<file path="config.mk">
export PLATFORM = sky130hd
export DESIGN_NAME = bcd_display_scanner
export DESIGN_NICKNAME = d
export VERILOG_FILES = /design/src/rtl/bcd_display_pkg.sv /design/src/rtl/bcd_double_dabble.sv /design/src/rtl/bcd_display_scanner.sv
export SDC_FILE = /design/constraint.sdc
export NUM_CORES = 1
export LEC_CHECK = 0
export CAP_MARGIN = 25
export CORE_ASPECT_RATIO = 1.75
export CORE_MARGIN = 5
export CORE_UTILIZATION = 46
export CTS_BUF_LIST = sky130_fd_sc_hd__clkbuf_16
export DETAILED_ROUTE_END_ITERATION = 6
export PLACE_DENSITY = 0.67
export SYNTH_ARGS = -nofsm -noshare
export SYNTH_HDL_FRONTEND = slang
export SYNTH_SLANG_ARGS = --single-unit
</file>
<file path="constraint.sdc">
create_clock -name clk -period 3.18 [get_ports clk]
set_input_delay 0.636 -clock clk [delete_from_list [all_inputs] [get_ports clk]]
set_output_delay 0.636 -clock clk [all_outputs]
set_load 0.05 [all_outputs]
</file>
<file path="src/rtl/bcd_display_pkg.sv">
// bcd_display_pkg: shared types and constants for the BCD display scanner
package bcd_display_pkg;
    typedef enum logic [1:0] {IDLE, SHIFT, COMMIT} state_t;
    localparam int NIBBLE_W = 4;
    localparam int ADD3_THRESHOLD = 5;
    localparam int ADD3_VALUE = 3;
    function automatic int cnt_w(input int data_w);
        return $clog2(data_w + 1);
    endfunction
endpackage

</file>
<file path="src/rtl/bcd_double_dabble.sv">
// bcd_double_dabble: sequential shift-add-3 binary to packed BCD, one bit per clock
module bcd_double_dabble
    import bcd_display_pkg::*;
#(
    parameter int DATA_W = 8,
    parameter int DIGITS = 3
) (
    input  logic                         clk,
    input  logic                         rst,
    input  logic                         load_i,
    input  logic [DATA_W-1:0]            value_i,
    output logic                         busy_o,
    output logic [DIGITS*NIBBLE_W-1:0]   bcd_o
);
    localparam int CW = cnt_w(DATA_W);
    localparam int BW = DIGITS * NIBBLE_W;
    state_t            state_q, state_n;
    logic [DATA_W-1:0] sh_q, sh_n;
    logic [BW-1:0]     scr_q, scr_n, adj, disp_n;
    logic [CW-1:0]     cnt_q, cnt_n;
    assign busy_o = state_q != IDLE;
    always_comb begin
        adj = scr_q;
        for (int i = 0; i < DIGITS; i++)
            adj[i*NIBBLE_W +: NIBBLE_W] = scr_q[i*NIBBLE_W +: NIBBLE_W] >= ADD3_THRESHOLD
                ? scr_q[i*NIBBLE_W +: NIBBLE_W] + NIBBLE_W'(ADD3_VALUE)
                : scr_q[i*NIBBLE_W +: NIBBLE_W];
        state_n = state_q;
        sh_n = sh_q;
        scr_n = scr_q;
        cnt_n = cnt_q;
        disp_n = bcd_o;
        unique case (state_q)
            IDLE: if (load_i) begin
                sh_n = value_i;
                scr_n = '0;
                cnt_n = CW'(DATA_W);
                state_n = SHIFT;
            end
            SHIFT: begin
                {scr_n, sh_n} = {adj, sh_q} << 1;
                cnt_n = cnt_q - 1'b1;
                state_n = cnt_q == CW'(1) ? COMMIT : SHIFT;
            end
            COMMIT: begin
                disp_n = scr_q;
                state_n = IDLE;
            end
            default: state_n = IDLE;
        endcase
    end
    // Display register only changes in COMMIT, so partial results never show
    always_ff @(posedge clk or posedge rst) begin
        if (rst) begin
            state_q <= IDLE;
            sh_q <= '0;
            scr_q <= '0;
            cnt_q <= '0;
            bcd_o <= '0;
        end else begin
            state_q <= state_n;
            sh_q <= sh_n;
            scr_q <= scr_n;
            cnt_q <= cnt_n;
            bcd_o <= disp_n;
        end
    end
endmodule

</file>
<file path="src/rtl/bcd_display_scanner.sv">
// bcd_display_scanner: BCD conversion plus time-multiplexed digit scan for a common-anode display
// Define LEADING_ZERO_BLANK_EN to blank leading zero digits (digit 0 always lit).
module bcd_display_scanner
    import bcd_display_pkg::*;
#(
    parameter int DATA_W = 8,
    parameter int DIGITS = 3,
    parameter int REFRESH_DIV = 50000
) (
    input  logic              clk,
    input  logic              rst,
    input  logic              load_i,
    input  logic [DATA_W-1:0] value_i,
    output logic              busy_o,
    output logic [3:0]        bcd_o,
    output logic [DIGITS-1:0] digit_sel_o
);
    localparam int RW = $clog2(REFRESH_DIV);
    localparam int IW = DIGITS > 1 ? $clog2(DIGITS) : 1;
    logic [DIGITS*NIBBLE_W-1:0] disp;
    logic [RW-1:0]              rcnt_q;
    logic [IW-1:0]              idx_q, idx_n;
    logic                       wrap, blank;
    bcd_double_dabble #(.DATA_W(DATA_W), .DIGITS(DIGITS)) u_dd (
        .clk    (clk),
        .rst    (rst),
        .load_i (load_i),
        .value_i(value_i),
        .busy_o (busy_o),
        .bcd_o  (disp)
    );
    always_comb begin
        wrap = rcnt_q == RW'(REFRESH_DIV - 1);
        idx_n = wrap ? (idx_q == IW'(DIGITS - 1) ? '0 : idx_q + 1'b1) : idx_q;
`ifdef LEADING_ZERO_BLANK_EN
        blank = idx_n != '0 && (disp >> (idx_n * NIBBLE_W)) == '0;
`else
        blank = 1'b0;
`endif
    end
    // Outputs are registered from the next index so select and nibble move together
    always_ff @(posedge clk or posedge rst) begin
        if (rst) begin
            rcnt_q <= '0;
            idx_q <= '0;
            bcd_o <= '0;
            digit_sel_o <= ~DIGITS'(1);
        end else begin
            rcnt_q <= wrap ? '0 : rcnt_q + 1'b1;
            idx_q <= idx_n;
            bcd_o <= disp[idx_n*NIBBLE_W +: NIBBLE_W];
            digit_sel_o <= ~(DIGITS'(1) << idx_n) | {DIGITS{blank}};
        end
    end
endmodule

</file>
### Word-level counts from Yosys, hierarchy flattened

Cells that the tools add are included.

| operators by class | value |
|---|---|
| $add $sub $neg | 6 |
| order comparisons | 3 |
| eq/ne operators | 6 |
| shifts and indexed selects | 2 |
| mux-type cells | 15 |
| bitwise gates (word level) | 1 |
| reductions and logical operators | 4 |

Operators with widths:

| operator | count |
|---|---|
| $pmux 12 s2 | 1 |
| $add 16x1->16 const B | 1 |
| $eq 16x16->1 const B | 1 |
| $mux 16 | 1 |
| $pmux 8 s2 | 1 |
| $ge 4x3->1 const B | 3 |
| $mux 12 | 1 |
| $mux 4 | 3 |
| $shiftx 12x5->4 | 1 |
| $add 4x2->4 const B | 2 |
| $mux 2 | 4 |
| $mux 8 | 1 |
| $pmux 4 s2 | 1 |
| $eq 2x2->1 const B | 2 |
| $eq 4x1->1 const B | 1 |
| $pmux 2 s2 | 1 |
| $reduce_bool 2->1 | 2 |
| $sub 4x1->4 const B | 1 |
| $add 3x2->3 const B | 1 |
| $mux 3 | 1 |
| $not 3->3 | 1 |
| $shl 1x2->3 const A | 1 |
| $add 2x1->2 const B | 1 |
| $eq 2x1->1 const B | 1 |
| 3 further kinds | 3 |

| storage, ports and cells | value |
|---|---|
| bits in registers | 63 |
| input bits | 11 |

### Logic depth before layout (Yosys ltp)

Gate-level depths: netlist of the first run.

| logic depth | value |
|---|---|
| depth after elaboration | 5 |
| gate-level depth with buffers | 7 |
| mapped depth without buffers | 6 |

### Cells and area by module

From an unflattened synthesis of the first run, not the netlist that was laid out.

| unflattened totals | value |
|---|---|
| cell total of the unflattened synthesis | 312 |
| area total of the unflattened synthesis | 3143.0 um2 |

Modules (own cells, without submodules):

| module | instances | cells an instance | area each (um2) |
|---|---|---|---|
| bcd_double_dabble | 1 | 179 | 1845.5 |
| bcd_display_scanner | 1 | 133 | 1297.5 |

### Worst setup path before layout of the first run

OpenSTA, ideal clock, no wires.

| timing | value |
|---|---|
| path type | reg-to-reg |
| start point | register rcnt_q[0] |
| end point | register bcd_o[2] |
| arrival | 1.611 ns |
| data required time | 3.060 ns |
| slack | 1.450 ns |
| stages on the path, launching flop included | 7 |
| path buffers | 1 |
| clock period less this slack | 1.730 ns |
| cells stage by stage | dfrtp_1 > ha_1 > and3_1 > and4_1 > buf_6 > a221o_1 > and3_1 |

| on the way | value |
|---|---|
| word-level cells in the longest chain between the ends | 3 |

RTL lines:

| item | RTL line | text |
|---|---|---|
| from (decl) | bcd_display_scanner.sv:21 | `logic [RW-1:0] rcnt_q;` |
| from (signal assigned) | bcd_display_scanner.sv:49 | `rcnt_q <= wrap ? '0 : rcnt_q + 1'b1;` |
| $eq 16x16->1 | bcd_display_scanner.sv:33 | `wrap = rcnt_q == RW'(REFRESH_DIV - 1);` |
| $mux 2 | bcd_display_scanner.sv:34 | `idx_n = wrap ? (idx_q == IW'(DIGITS - 1) ? '0 : idx_q + 1'b1) : idx_q;` |
| $shiftx 12x5->4 | bcd_display_scanner.sv:51 | `bcd_o <= disp[idx_n*NIBBLE_W +: NIBBLE_W];` |
| to (signal assigned) | bcd_display_scanner.sv:51 |  |
| to (decl) | bcd_display_scanner.sv:15 | `output logic [3:0] bcd_o,` |

No other way between the ends.
A chain may end at the register's enable or synchronous reset.

### Final worst setup path of the first run

| timing | value |
|---|---|
| start point | register u_dd.state_q[1] |
| end point | output port busy_o |

| on the way | value |
|---|---|
| word-level cells in the longest chain between the ends | 1 |

RTL lines:

| item | RTL line | text |
|---|---|---|
| from (decl) | bcd_double_dabble.sv:17 | `state_t state_q, state_n;` |
| from (signal assigned) | bcd_double_dabble.sv:61 | `state_q <= state_n;` |
| $reduce_bool 2->1 | bcd_double_dabble.sv:21 | `assign busy_o = state_q != IDLE;` |
| to (decl) | bcd_display_scanner.sv:14 | `output logic busy_o,` |

No other way between the ends.

==> results of run 1 <==
-- cells in the mapped netlist, types with 2 or more instances --
master | count | share of area [%]
a22oi_1 | 7 | 1.7
a21oi_1 | 15 | 2.4
o31ai_1 | 3 | 0.73
a21o_1 | 2 | 0.49
nand2_1 | 17 | 2.1
ha_1 | 9 | 3.7
or2_2 | 3 | 0.61
nor2b_1 | 10 | 2.0
and3_1 | 7 | 1.4
mux2_2 | 8 | 2.9
clkbuf_1 | 11 | 1.3
nand2b_1 | 6 | 1.2
and4bb_1 | 2 | 0.81
xor2_1 | 6 | 1.7
and2_1 | 3 | 0.61
nand4_1 | 5 | 1.0
nand3_1 | 3 | 0.49
mux2i_1 | 4 | 1.3
dfrtp_1 | 61 | 50
xnor2_1 | 8 | 2.3
a22o_1 | 3 | 0.85
o21ai_0 | 30 | 4.9
o22ai_1 | 5 | 1.0
inv_1 | 12 | 1.5
and4_1 | 2 | 0.57
dfstp_2 | 2 | 1.7
nor2_1 | 30 | 3.7
a221o_1 | 4 | 1.3
nor3_1 | 4 | 0.65
buf_6 | 2 | 0.73
a32o_1 | 3 | 0.97
a31oi_1 | 2 | 0.41
-- final cells by class --
type                            instances  area (um^2)  area share (%)
Sequential cell                        63         1580            43.7
Multi-Input combinational cell        212         1390            38.5
Clock buffer                            9          225            6.24
Timing Repair Buffer                   21          215            5.96
Tap cell                               82          103            2.84
Clock inverter                          7         55.1            1.52
Inverter                               12         45.0            1.25
-- logic make-up (layout without fill, tap and decap cells) --
kind of cell / Yosys count / after routing / share of synthesized area, %
buffers and inverters: 26 / 49 / 3.66
XOR/XNOR: 14 / 14 / 3.98
AO/OA/AOI/OAI: 78 / 78 / 15.9
flip-flops: 63 / 63 / 51.3
multiplexers: 12 / 12 / 4.22
AND/OR/NAND/NOR: 99 / 99 / 17.3
adder cells (fa/ha/maj): 9 / 9 / 3.66
-- metal layers --
metal  vias to the layer above  global-route usage (%)  part of all wire, %
met4                         0                    7.65                  2.2
met2                        40                    27.1                   54
li1                       1106                       -                    -
met3                        10                    4.67                  3.5
met5                         -                       0                    0
met1                      1128                    17.7                   40
-- through the flow --
step | util [%] | hold slack [ps] | instances | instance area (um^2) | power, W
after global placement | 50.9 | 443 | 390 | 3330 | 0.00197
after floorplan | - | 422 | 301 | 3080 | 0.00177
after detailed placement | 50.9 | 454 | 390 | 3330 | 0.00199
after CTS | 55.2 | 460 | 406 | 3610 | 0.00292
final | 55.2 | 459 | 406 | 3610 | 0.00289
after global routing | 55.2 | 470 | 406 | 3610 | 0.00308
-- cell usage in the layout, fill, tap and decap left out, drive strengths merged, types with 4 or more instances in the layout --
master         instances
a21oi                 16
a221o                  4
a22oi                  7
and3                   7
clkbuf                 9
clkdlybuf4s50         18
clkinv                 5
dfrtp                 61
ha                     9
inv                   13
mux2                   8
mux2i                  4
nand2                 17
nand2b                 6
nand4                  5
nor2                  30
nor2b                 10
nor3                   4
o21ai                 30
o22ai                  5
xnor2                  8
xor2                   6
-- power breakdown --
group          internal [W]  switching (W)
Sequential         0.000994       0.000169
Clock              0.000591       0.000324
Combinational      0.000374       0.000436
-- registers in the layout, indices dropped and copies added, names as in the netlist --
name,flops
bcd_o,4
u_dd.scr_q,12
u_dd.sh_q,8
u_dd.cnt_q,4
u_dd.state_q,2
u_dd.bcd_o,12
digit_sel_o,3
rcnt_q,16
idx_q,2
-- final timing paths --
kind | from | endpoint | slack, ps | cells after the start
max in group asynchronous | rst | u_dd.scr_q[4]$_DFFE_PP0P_ | 1910 | 3
min reg2reg | rcnt_q[0]$_DFF_PP0_ | rcnt_q[0]$_DFF_PP0_ | 460 | 1
max | u_dd.state_q[1]$_DFFE_PP0P_ | busy_o | 620 | 2
max reg2reg | rcnt_q[0]$_DFF_PP0_ | bcd_o[1]$_DFF_PP0_ | 1100 | 5
min in group asynchronous | rst | rcnt_q[1]$_DFF_PP0_ | 680 | 2
min | rcnt_q[0]$_DFF_PP0_ | rcnt_q[0]$_DFF_PP0_ | 460 | 1
==> flow_metrics.tcl, run 1 <==
set metrics [dict create \
    insertion_delay_ps 320 \
    maxClockFrequency_ghz 0.391 \
    grt_overflow 0 \
    power_density_mw_per_mm2 799 \
    initial_core_util_pct 47.1 \
    dieArea_mm2 0.00850 \
    clockRootBuffer "clkbuf_16" \
    yosysSeqAreaShare_pct 51.3 \
    die_w_um 71.9 \
    boundaryPins 19 \
    crit_family "buffers and inverters" \
    cts_hold_buf 0 \
    die_h_um 118 \
    routed_wl_mm 6.05 \
    worstPathArrival_ps 1920 \
    grt_max_degree 41 \
    critPathMaxStageDelay_ps 790 \
    routed_via_density 5.63 \
    fin_crit_sh_pct 80.4 \
    ctsResizeCount 0 \
    crit_path_cell_trace "or2_2 > clkdlybuf4s50_1" \
    hp-class "reg2reg" \
    cts.clk_slew.worst_paths_ps 50 \
    finClkSkew_ps 3.02 \
    wl_per_cell_um 14.9 \
    critPathLaunchType "register" \
    grt_antenna_before_repair 0 \
    finalSetupViolations 0 \
    cts_tree "built" \
    critPathKind "reg2out" \
    layout_min_cycle_time_ps 2560 \
    cts.htree.levels 3 \
    core_area_mm2 0.00654 \
    cp_slowest_cell "clkdlybuf4s50_1" \
    grt_usage_pct 15.9 \
    tns_ps 0 \
    status "finished, final reports clean" \
    nFillCells 588 \
    peakVddDrop_v 0.000552 \
    drc 0 \
    finalNetCount 339 \
    num_antenna_cells 0 \
    vias 2284 \
    ys_ff_latch 63 \
    synth_ff_type "dfrtp_1" \
    synth_edf_count 0 \
    cts.sinks 63 \
    worst_pin_slew_ps 709 \
    max_cap_violations 0 \
    finalHoldViolCount 0 \
    syn_area_mm2 0.00308 \
    post_cts_buffers 0 \
    synthesis.nets 321 \
    syn_avg_cell_area_um2 10.2 \
    maxSlewViolCount 0 \
    slew-limit-headroom_pct 52.7 \
    gp_congestion 0.776 \
    syn_to_final_growth_pct 17.2 \
    ys_types 44 \
    port_buffers 18 \
    syn_inst 301 \
    grt_pass1_vias 2293 \
    clk_path_buf_depth 2 \
    fin_ws_ps 623 \
    grt_first_pass_wirelength_mm 10.6 \
    dp_slack_ps 906 \
    drive_gt1_share_pct 10.2 \
    drt_iter0_markers 128 \
    leakagePower_nw 1.66 \
    rsz0062_at_grt "false" \
    async_flop_share_pct 100 \
    numCtsBuffers 9 \
    cp.buffers_inverters 1 \
    crit_fanout 16 \
    critPathRequiredTime_ps 2540 \
    ant_nets 0 \
    crit_path_end_kind "output port" \
    drt_pass1_iterations 4 \
    dp_hpwl_mm 4.29 \
    row_count 39 \
    yosys_warnings 0 \
]
(Power assumes the default switching activity.)
==> run 2: changes to the inputs <==
==> constraint.sdc (replaced) <==
create_clock -name clk -period 2.5 [get_ports clk]
set_input_delay 0.5 -clock clk [delete_from_list [all_inputs] [get_ports clk]]
set_output_delay 0.5 -clock clk [all_outputs]
set_load 0.05 [all_outputs]
==> run 2 against run 1 <==
Effect of this change: sequential share of layout area fell by 0.46 points; combinational power increased by 33%; hold slack better by 9.5 ps; clock skew up 0.82 ps; register-to-register slack worse by 590 ps; die area is the same; first-iteration DRC count rose by 0.78%; via count is 1.1% higher; largest cell class unchanged; highest routed layer unchanged.
==> flow_metrics.tcl, run 2 (same netlist as run 1, synthesis figures left out) <==
set metrics [dict create \
    drt_iter0_markers 129 \
    power_frac_comb_pct 29.2 \
    grt_pass1_vias 2368 \
    maxClockFrequency_ghz 0.454 \
    rrSetupSlack_ps 510 \
    crit_path_end_kind "output port" \
    post_cts_buffers 0 \
    routed_wl_mm 6.15 \
    grt_max_degree 35 \
    finalNetCount 344 \
    r2r_cells 5 \
    timing.rr.end "bcd_o[2]$_DFF_PP0_" \
    cts.clk_slew.worst_paths_ps 60 \
    worst_pin_slew_ps 680 \
    die_w_um 71.9 \
    num_antenna_cells 0 \
    insertion_delay_ps 330 \
    crit_fanout 2 \
    finalPower_w 0.00368 \
    critPathKind "reg2out" \
    finalHoldViolCount 0 \
    largest-register "rcnt_q" \
    layout.cells.most_common "dfrtp_1" \
    grt_overflow 0 \
    reg.largest.list "rcnt_q: 16 flops, u_dd.bcd_o: 12 flops, u_dd.scr_q: 12 flops" \
    drive_gt1_share_pct 12.8 \
    tns_ps 0 \
    clk_path_buf_depth 2 \
    ant_nets 0 \
    initial_core_util_pct 47.1 \
    max_cap_violations 0 \
    clockRootBuffer "clkbuf_16" \
    whs_ps 468 \
    gp_congestion 0.786 \
    dp.cells 395 \
    cts_tree "built" \
    swShare_pct 33.8 \
    p_sw_w 0.00124 \
    cp-endpoint "busy_o" \
    cts_hold_buf 0 \
    startpoint "u_dd.state_q[0]$_DFFE_PP0P_" \
    worstPathArrival_ps 1700 \
    vias 2309 \
    timing.rr.start "rcnt_q[0]$_DFF_PP0_" \
    leakagePower_nw 1.66 \
    grt_usage_pct 16.4 \
    ctsResizeCount 0 \
    grt_antenna_before_repair 0 \
    largest_reg_flops 16 \
    status "finished, final reports clean" \
    dp_hpwl_mm 4.43 \
    final_cells 411 \
    port_buffers 18 \
    row_count 39 \
    wl_per_cell_um 15.0 \
    slew-limit-headroom_pct 54.7 \
    rsz0062_at_grt "false" \
    power_density_mw_per_mm2 1010 \
    cts.htree.levels 3 \
    layout_min_cycle_time_ps 2200 \
    critPathRequiredTime_ps 2000 \
    intPower_w 0.00243 \
    boundaryPins 19 \
    numCtsBuffers 9 \
    critPathLaunchType "register" \
    fin_crit_sh_pct 88.1 \
    core_area_mm2 0.00654 \
    peakVddDrop_v 0.000596 \
    syn_to_final_growth_pct 18.5 \
    die_h_um 118 \
    cts.sinks 63 \
    maxSlewViolCount 0 \
    power_frac_seq_pct 39.4 \
    finClkSkew_ps 3.84 \
    routed_via_density 5.62 \
    clkPwrFrac_pct 31.3 \
    grt_first_pass_wirelength_mm 10.8 \
    final_cell_mix "dfrtp_1 (61), o21ai_0 (30), nor2_1 (30)" \
    hp-class "reg2reg" \
    drc 0 \
    drt_pass1_iterations 4 \
    finalSetupViolations 0 \
    dieArea_mm2 0.00850 \
]
==> run 2: power by group through the flow <==
stage / registers, W / clock network (W) / logic (W)
3_3_place_gp: 0.00145 / 0 / 0.00107
5_1_grt: 0.00149 / 0.00124 / 0.00123
4_1_cts: 0.00145 / 0.00119 / 0.00109
6_report: 0.00145 / 0.00115 / 0.00108
3_5_place_dp: 0.00147 / 0 / 0.00109
2_1_floorplan: 0.00146 / 0 / 0.000788
==> run 2: cell type report <==
cell class	count	area, um^2
clock buffer	9	225
clock inverter	7	56.3
fill	590	2890
inverter	12	45.0
multi-input combinational	212	1390
sequential	63	1580
tap	82	103
timing repair buffer	26	253
==> run 2: worst min-delay path by stage <==
stage	from	to	slack, ps	depth (start not counted)
after global placement	rcnt_q[0]$_DFF_PP0_	rcnt_q[0]$_DFF_PP0_	430	1
after global routing	rcnt_q[0]$_DFF_PP0_	rcnt_q[0]$_DFF_PP0_	480	1
after CTS	rcnt_q[0]$_DFF_PP0_	rcnt_q[0]$_DFF_PP0_	460	1
after floorplan	rcnt_q[0]$_DFF_PP0_	rcnt_q[0]$_DFF_PP0_	420	1
final	rcnt_q[0]$_DFF_PP0_	rcnt_q[0]$_DFF_PP0_	470	1
after detailed placement	rcnt_q[0]$_DFF_PP0_	rcnt_q[0]$_DFF_PP0_	460	1
==> run 2: worst max-delay path: stages, from the launching register on <==
cell and delay (ps):
dfrtp_1 370, or2_2 290, clkdlybuf4s50_1 720
==> run 2: through the flow <==
stage | utilization, % | setup slack (ps) | area (um^2)
after floorplan | - | 434 | 3080
after CTS | 55.8 | 280 | 3650
after global routing | 55.8 | 243 | 3650
after detailed placement | 51.5 | 505 | 3370
after global placement | 51.5 | 544 | 3370
final | 55.8 | 297 | 3650
==> run 2: routing by layer <==
layer	share of wire, %	GRT usage [%]	routed length, um	up-vias
met3	3.4	3.40	207	13
met4	3.3	11.5	202	0
met2	54	28.2	3350	35
met5	0	0	0	-
met1	39	17.3	2390	1150
li1	-	-	-	1111
